$ cat config.mk
export PLATFORM = sky130hd
export DESIGN_NAME = cache_ctrl_burst
export DESIGN_NICKNAME = d
export VERILOG_FILES = /design/src/rtl/cache_ctrl_burst.sv
export SDC_FILE = /design/constraint.sdc
export NUM_CORES = 1
export LEC_CHECK = 0
export CORE_ASPECT_RATIO = 0.8
export CORE_UTILIZATION = 52
export CTS_CLUSTER_SIZE = 12
export DETAILED_ROUTE_END_ITERATION = 10
export HOLD_SLACK_MARGIN = 0.05
export PLACE_DENSITY = 0.81
export SLEW_MARGIN = 20
export SYNTH_ARGS = -nofsm -noshare
export SYNTH_HDL_FRONTEND = slang
export SYNTH_SLANG_ARGS = --single-unit
$ cat constraint.sdc
create_clock -name Clk -period 2.3 [get_ports Clk]
set_clock_uncertainty 0.05 [all_clocks]
set_input_delay 0.69 -clock Clk [delete_from_list [all_inputs] [get_ports Clk]]
set_output_delay 0.69 -clock Clk [all_outputs]
set_load 0.1 [all_outputs]
$ cat src/rtl/cache_ctrl_burst.sv
// Write-back direct-mapped cache controller with multi-word line fill/writeback and saturating stats.
// Optional macro WRITE_ALLOCATE_EN: clean write misses fill the line and complete as a cache write.
module cache_ctrl_burst #(
  parameter int WORDS      = 4,
  parameter int READ_WAIT  = 4,
  parameter int WRITE_WAIT = 6,
  parameter int STAT_W     = 16
) (
  input  logic                                          Clk,
  input  logic                                          ResetN,
  input  logic                                          DStrobe,
  input  logic                                          DRW,
  output logic                                          DReady,
  input  logic                                          Match,
  input  logic                                          Valid,
  input  logic                                          Dirty,
  output logic                                          Write,
  output logic                                          DirtyValue,
  output logic [((WORDS > 1) ? $clog2(WORDS) : 1)-1:0]  WordSel,
  output logic                                          MStrobe,
  output logic                                          MRW,
  output logic                                          MAddrSelect,
  output logic                                          MDataSelect,
  output logic                                          DDataSelect,
  output logic                                          MDataOE,
  output logic                                          DDataOE,
  output logic [STAT_W-1:0]                             StatReadHit,
  output logic [STAT_W-1:0]                             StatReadMiss,
  output logic [STAT_W-1:0]                             StatWriteHit,
  output logic [STAT_W-1:0]                             StatWriteMiss,
  output logic [STAT_W-1:0]                             StatWriteBack
);

  localparam int WW   = (WORDS > 1) ? $clog2(WORDS) : 1;
  localparam int MAXW = (READ_WAIT > WRITE_WAIT) ? READ_WAIT : WRITE_WAIT;
  localparam int CW   = $clog2(MAXW + 1);
  localparam logic [WW-1:0] LAST_WORD = WW'(WORDS - 1);
  localparam logic [CW-1:0] RD_LOAD   = CW'(READ_WAIT - 1);
  localparam logic [CW-1:0] WR_LOAD   = CW'(WRITE_WAIT - 1);

  typedef enum logic [3:0] {
    IDLE      = 4'd0,
    LOOKUP    = 4'd1,
    WB_REQ    = 4'd2,
    WB_WAIT   = 4'd3,
    FILL_REQ  = 4'd4,
    FILL_WAIT = 4'd5,
    FILL_DATA = 4'd6,
    RD_DONE   = 4'd7,
    WR_HIT    = 4'd8,
    WM_REQ    = 4'd9,
    WM_WAIT   = 4'd10,
    WR_DONE   = 4'd11
  } state_t;

  state_t          state_r, state_s;
  logic [WW-1:0]   word_r, word_s;
  logic [CW-1:0]   wait_r, wait_s;
  logic            drw_r, drw_s;
  logic            inc_rh_s, inc_rm_s, inc_wh_s, inc_wm_s, inc_wb_s;
  logic [STAT_W-1:0] stat_rh_r, stat_rm_r, stat_wh_r, stat_wm_r, stat_wb_r;

  function automatic logic [STAT_W-1:0] sat_inc(input logic [STAT_W-1:0] v);
    if (&v) begin
      return v;
    end else begin
      return v + STAT_W'(1);
    end
  endfunction

  // Next-state, counter updates and state-decoded outputs.
  always_comb begin
    state_s     = state_r;
    word_s      = word_r;
    wait_s      = wait_r;
    drw_s       = drw_r;
    inc_rh_s    = 1'b0;
    inc_rm_s    = 1'b0;
    inc_wh_s    = 1'b0;
    inc_wm_s    = 1'b0;
    inc_wb_s    = 1'b0;
    DReady      = 1'b0;
    Write       = 1'b0;
    DirtyValue  = 1'b0;
    WordSel     = '0;
    MStrobe     = 1'b0;
    MRW         = 1'b0;
    MAddrSelect = 1'b0;
    MDataSelect = 1'b0;
    DDataSelect = 1'b0;
    MDataOE     = 1'b0;
    DDataOE     = 1'b0;
    case (state_r)
      IDLE: begin
        if (DStrobe) begin
          state_s = LOOKUP;
          drw_s   = DRW;
        end else begin
          state_s = IDLE;
        end
      end
      LOOKUP: begin
        DDataOE = drw_r;
        if (Match && Valid) begin
          if (drw_r) begin
            DReady   = 1'b1;
            inc_rh_s = 1'b1;
            state_s  = IDLE;
          end else begin
            inc_wh_s = 1'b1;
            state_s  = WR_HIT;
          end
        end else begin
          inc_rm_s = drw_r;
          inc_wm_s = ~drw_r;
          word_s   = '0;
          if (Valid && Dirty) begin
            inc_wb_s = 1'b1;
            state_s  = WB_REQ;
          end else if (drw_r) begin
            state_s = FILL_REQ;
          end else begin
`ifdef WRITE_ALLOCATE_EN
            state_s = FILL_REQ;
`else
            state_s = WM_REQ;
`endif
          end
        end
      end
      WB_REQ, WB_WAIT: begin
        MAddrSelect = 1'b1;
        MDataSelect = 1'b1;
        MDataOE     = 1'b1;
        WordSel     = word_r;
        if (state_r == WB_REQ) begin
          MStrobe = 1'b1;
          wait_s  = WR_LOAD;
        end else begin
          wait_s = wait_r - CW'(1);
        end
        // A zero load value (single-cycle write) advances straight from the request.
        if ((state_r == WB_REQ && WR_LOAD == '0) ||
            (state_r == WB_WAIT && wait_r == CW'(1))) begin
          if (word_r == LAST_WORD) begin
            word_s  = '0;
            state_s = FILL_REQ;
          end else begin
            word_s  = word_r + WW'(1);
            state_s = WB_REQ;
          end
        end else begin
          state_s = WB_WAIT;
        end
      end
      FILL_REQ: begin
        MStrobe = 1'b1;
        MRW     = 1'b1;
        WordSel = word_r;
        wait_s  = RD_LOAD;
        if (RD_LOAD == '0) begin
          state_s = FILL_DATA;
        end else begin
          state_s = FILL_WAIT;
        end
      end
      FILL_WAIT: begin
        MRW     = 1'b1;
        WordSel = word_r;
        wait_s  = wait_r - CW'(1);
        if (wait_r == CW'(1)) begin
          state_s = FILL_DATA;
        end else begin
          state_s = FILL_WAIT;
        end
      end
      FILL_DATA: begin
        Write       = 1'b1;
        DDataSelect = 1'b1;
        MRW         = 1'b1;
        WordSel     = word_r;
        if (word_r == LAST_WORD) begin
          word_s  = '0;
          state_s = drw_r ? RD_DONE : WR_HIT;
        end else begin
          word_s  = word_r + WW'(1);
          state_s = FILL_REQ;
        end
      end
      RD_DONE: begin
        DReady  = 1'b1;
        DDataOE = 1'b1;
        state_s = IDLE;
      end
      WR_HIT: begin
        Write      = 1'b1;
        DirtyValue = 1'b1;
        DReady     = 1'b1;
        state_s    = IDLE;
      end
      WM_REQ: begin
        MStrobe = 1'b1;
        MDataOE = 1'b1;
        wait_s  = WR_LOAD;
        if (WR_LOAD == '0) begin
          state_s = WR_DONE;
        end else begin
          state_s = WM_WAIT;
        end
      end
      WM_WAIT: begin
        MDataOE = 1'b1;
        wait_s  = wait_r - CW'(1);
        if (wait_r == CW'(1)) begin
          state_s = WR_DONE;
        end else begin
          state_s = WM_WAIT;
        end
      end
      WR_DONE: begin
        DReady  = 1'b1;
        state_s = IDLE;
      end
      default: begin
        state_s = IDLE;
        word_s  = '0;
        wait_s  = '0;
      end
    endcase
  end

  // FSM state, word/wait counters and latched CPU direction.
  always_ff @(posedge Clk or negedge ResetN) begin
    if (!ResetN) begin
      state_r <= IDLE;
      word_r  <= '0;
      wait_r  <= '0;
      drw_r   <= 1'b0;
    end else begin
      state_r <= state_s;
      word_r  <= word_s;
      wait_r  <= wait_s;
      drw_r   <= drw_s;
    end
  end

  // Saturating event counters.
  always_ff @(posedge Clk or negedge ResetN) begin
    if (!ResetN) begin
      stat_rh_r <= '0;
      stat_rm_r <= '0;
      stat_wh_r <= '0;
      stat_wm_r <= '0;
      stat_wb_r <= '0;
    end else begin
      stat_rh_r <= inc_rh_s ? sat_inc(stat_rh_r) : stat_rh_r;
      stat_rm_r <= inc_rm_s ? sat_inc(stat_rm_r) : stat_rm_r;
      stat_wh_r <= inc_wh_s ? sat_inc(stat_wh_r) : stat_wh_r;
      stat_wm_r <= inc_wm_s ? sat_inc(stat_wm_r) : stat_wm_r;
      stat_wb_r <= inc_wb_s ? sat_inc(stat_wb_r) : stat_wb_r;
    end
  end

  assign StatReadHit   = stat_rh_r;
  assign StatReadMiss  = stat_rm_r;
  assign StatWriteHit  = stat_wh_r;
  assign StatWriteMiss = stat_wm_r;
  assign StatWriteBack = stat_wb_r;

endmodule

==> summary.md, run 1 <==
| Metric | Value |
|---|---|
| DR pass1 iterations | 6 |
| Initial drt markers | 323 |
| Via count | 4,467 |
| Setup violations, final | 20 |
| Main area contributors after synthesis | dfrtp_1 (47%), xor2_1 (7.3%), xnor2_1 (5.3%), nand2_1 (3.5%), nand3_1 (3.4%) |
| Syn_area_per_cell | 9.96 sq um |
| Syn_nets | 497 |
| Unrepaired setup endpoints after global routing | yes |
| Met2 wire length | 7130 um |
| Largest family of logic cells by synthesized area | simple AND/OR/NAND/NOR gates |
| Synth Instances | 482 |
| CORE AREA | 8710 sq um |
| Worst slew pin tran | 562 ps |
| XOR/XNOR share of the synthesized area | 0.126 |
| Synth top area share | 0.469 |
| Most frequent cells after synthesis | dfrtp_1 (90), nand2_1 (45), nor2_1 (42), xor2_1 (40), nand3_1 (33) |
| CTS Buffer Depth | 2 |
| Status | finished, violations left |
| Violated checks | setup timing |
| Power, Total | 8370 uW |
| Synth Area in Compound Gates | 0.0740 |
| Count of flip-flops with a built-in enable after synthesis | 0 |
| Required @ worst endpoint | 2510 ps |
| Adder-cell share of the synthesized area | 0.0229 |
| Boundary pin count | 99 |
| Remaining DRCs | 0 |
| Port bufs | 98 |
| Via density | 5.96 |
| GP Congestion | 0.829 |
| Crit path setup slack, layout | -217 ps |
| P_leak | 0.00339 uW |
| Routed Antenna Nets | 0 |
| Setup CP Type | reg2reg |
| Vias in the first global route | 4,228 |
| Seq. cell area | 2310 sq um |
| Post-route clock period utilization | 1.09 |
| Core Rows | 30 |
| Final Max Slew Viols | 0 |
| Final Hold Viols | 0 |
| First-pass GRT wire length | 21,100 um |
| Yosys top cell by area | dfrtp_1 |
| Synthesis warning total | 0 |
| Largest net degree at the start of global routing | 91 |
| Worst setup SP type | register |
| Diode count | 0 |
| Proportion of synthesized area in mux cells | 0.0211 |
| Crit path max fanout | 7 |
| Flops & latches, synth | 90 |
| Minimum clock period | 2520 ps |
| Synthesized area | 4800 sq um |
| H-tree depth | 3 |
| HP Class | in2async |
| Clk sinks | 90 |
| DR top layer | met4 |
| Drt wl/cell | 19.2 um |
| Routed WL | 14,400 um |
| Fin Hold WS | 318 ps |
| Critical path endpoint category | register |
| Slew headroom | 0.620 |
| Clk slew on worst S/H paths | 60 ps |
| Initial antenna violation count | 0 |
| Most frequent cell after synthesis | dfrtp_1 |
| Nets@finish | 648 |
| Max Cap Viol | 0 |
| Clk_lat worst skew | 350 ps |
| CTS tree | yes |
| Ys async rst share | 1.00 |
| TritonCTS buffer count | 9 |
| F_max | 397 MHz |
| All-layer global routing usage | 0.289 |
| Die area | 9620 sq um |
| Worst Path Arrival | 2720 ps |
| Die Y | 87.9 um |
| Max VDD drop | 0.00131 V |
| Overflow after GRT | 0 |
| Commonest register cell after synthesis | dfrtp_1 |
| Multi-input gate area | 2660 sq um |
| Metal3 WL | 996 um |
| Initial Utilization | 0.551 |
| Layout area overhead | 55.1% |
| Fillcell total | 440 |
| CTS root buffer | clkbuf_16 |
| Die width | 109 um |
| Simple-gate area share of the yosys netlist | 0.256 |
| Seq/Total Area, Yosys | 0.469 |
| Detail Placement HPWL | 8740 um |
| Synth cell types | 57 |
| Detailed-route wire length on metal 1 | 5780 um |
| Proportion of layout cells with a drive suffix above 1 | 0.409 |
| Power Density | 1120 nW/um^2 |
==> registers in the layout, summed over array words and instances, names as in the netlist <==
register and flops:
StatReadHit 16, wait_r 3, StatWriteBack 16, StatWriteHit 16, word_r 2, StatWriteMiss 16
state_r 4, StatReadMiss 16, drw_r 1
==> power by group <==
group	internal [uW]	total, uW	switching [uW]
Clock	732	1340	610
Combinational	1820	4860	3040
Sequential	1820	2160	345
==> worst paths after layout <==
kind | startpoint | endpoint | slack [ps] | cells after the start
max in group asynchronous | ResetN | StatWriteHit[8] | 1480 | 2
setup / recovery | state_r[1] | StatReadHit[14] | -220 | 9
hold / removal | ResetN | StatReadMiss[11] | 320 | 2
hold reg to reg | StatWriteBack[8] | StatWriteBack[8] | 430 | 1
min in group Clk | StatWriteBack[8] | StatWriteBack[8] | 430 | 1
setup reg to reg | state_r[1] | StatReadHit[14] | -220 | 9
==> placed cells by master, fill, tap and decap left out, types with 4 or more instances in the layout <==
cell type  instances
ha_1               8
nor2b_1            5
nor2_1            31
a21oi_1           15
nand2_1           43
and4_1            10
nand3_1           32
clkbuf_1           4
clkbuf_16          9
inv_1             15
mux2_2             9
and3_1             8
dfrtp_1           50
xor2_1            39
buf_12            60
dfrtp_2           37
buf_4             80
nor4_4             5
nor4_1             4
buf_6              9
nand4_1           17
xnor2_1           28
nand2b_1           4
nor3_2             4
o21ai_0           11
nor3_1            12
nor2_4             8
==> area by class of cell <==
class	count	share of cell area
Clock inverter	3	0.00252
Timing Repair Buffer	156	0.271
Tap cell	112	0.0188
Sequential cell	90	0.310
Inverter	16	0.00857
Multi-Input combinational cell	360	0.357
Clock buffer	13	0.0323
==> metal layers <==
metal / vias to the layer above / track usage
li1: 1998 / -
met1: 2202 / 0.365
met2: 212 / 0.478
met3: 55 / 0.0766
met4: 0 / 0.107
met5: - / 0
==> worst max-delay path, stage by stage, from the launching register on <==
cell     delay [ps]
dfrtp_1         400
buf_6           150
nor4b_4         290
nand4_1         140
buf_6           170
buf_4           130
buf_6           110
or4_4           530
nor3_4          220
xor2_1          230
==> kinds of logic (layout without fill, tap and decap cells) <==
| kind of cell | after synthesis | in the layout |
|---|---|---|
| flip-flops | 90 | 90 |
| AND/OR/NAND/NOR | 218 | 218 |
| multiplexers | 9 | 9 |
| buffers and inverters | 32 | 188 |
| XOR/XNOR | 69 | 69 |
| AO/OA/AOI/OAI | 55 | 55 |
| adder cells (fa/ha/maj) | 9 | 9 |
==> metrics by stage <==
stage          instance area (sq um)  cells   util  setup TNS, ps  worst slack (ps)
2_1_floorplan                   4950    482      -           -207              -207
3_3_place_gp                    6770    714  0.777          -5320              -193
3_5_place_dp                    6770    714  0.777          -8280              -286
4_1_cts                         7200    738  0.827          -1070              -180
5_1_grt                         7440    750  0.855          -3750              -272
6_report                        7440    750  0.855          -1510              -217
==> timing repair <==
| item | 4_1_cts | 5_1_grt |
|---|---|---|
| hold buffers | 0 | 0 |
| setup endpoints to repair | 13 | 52 |
| pin swaps | 2 | 17 |
| buffers inserted | 6 | 12 |
| endpoints found under the hold margin | 0 | 0 |
| gates resized for setup | 18 | 35 |
| gates cloned | 2 | 0 |
No activity file was read; power rests on OpenSTA's default activity.
==> inputs of run 2 (changes only) <==
CAP_MARGIN = 30   (was not set)
==> results of run 2 <==
Same layout as run 1: the final DEF is identical, and so are final timing and power.
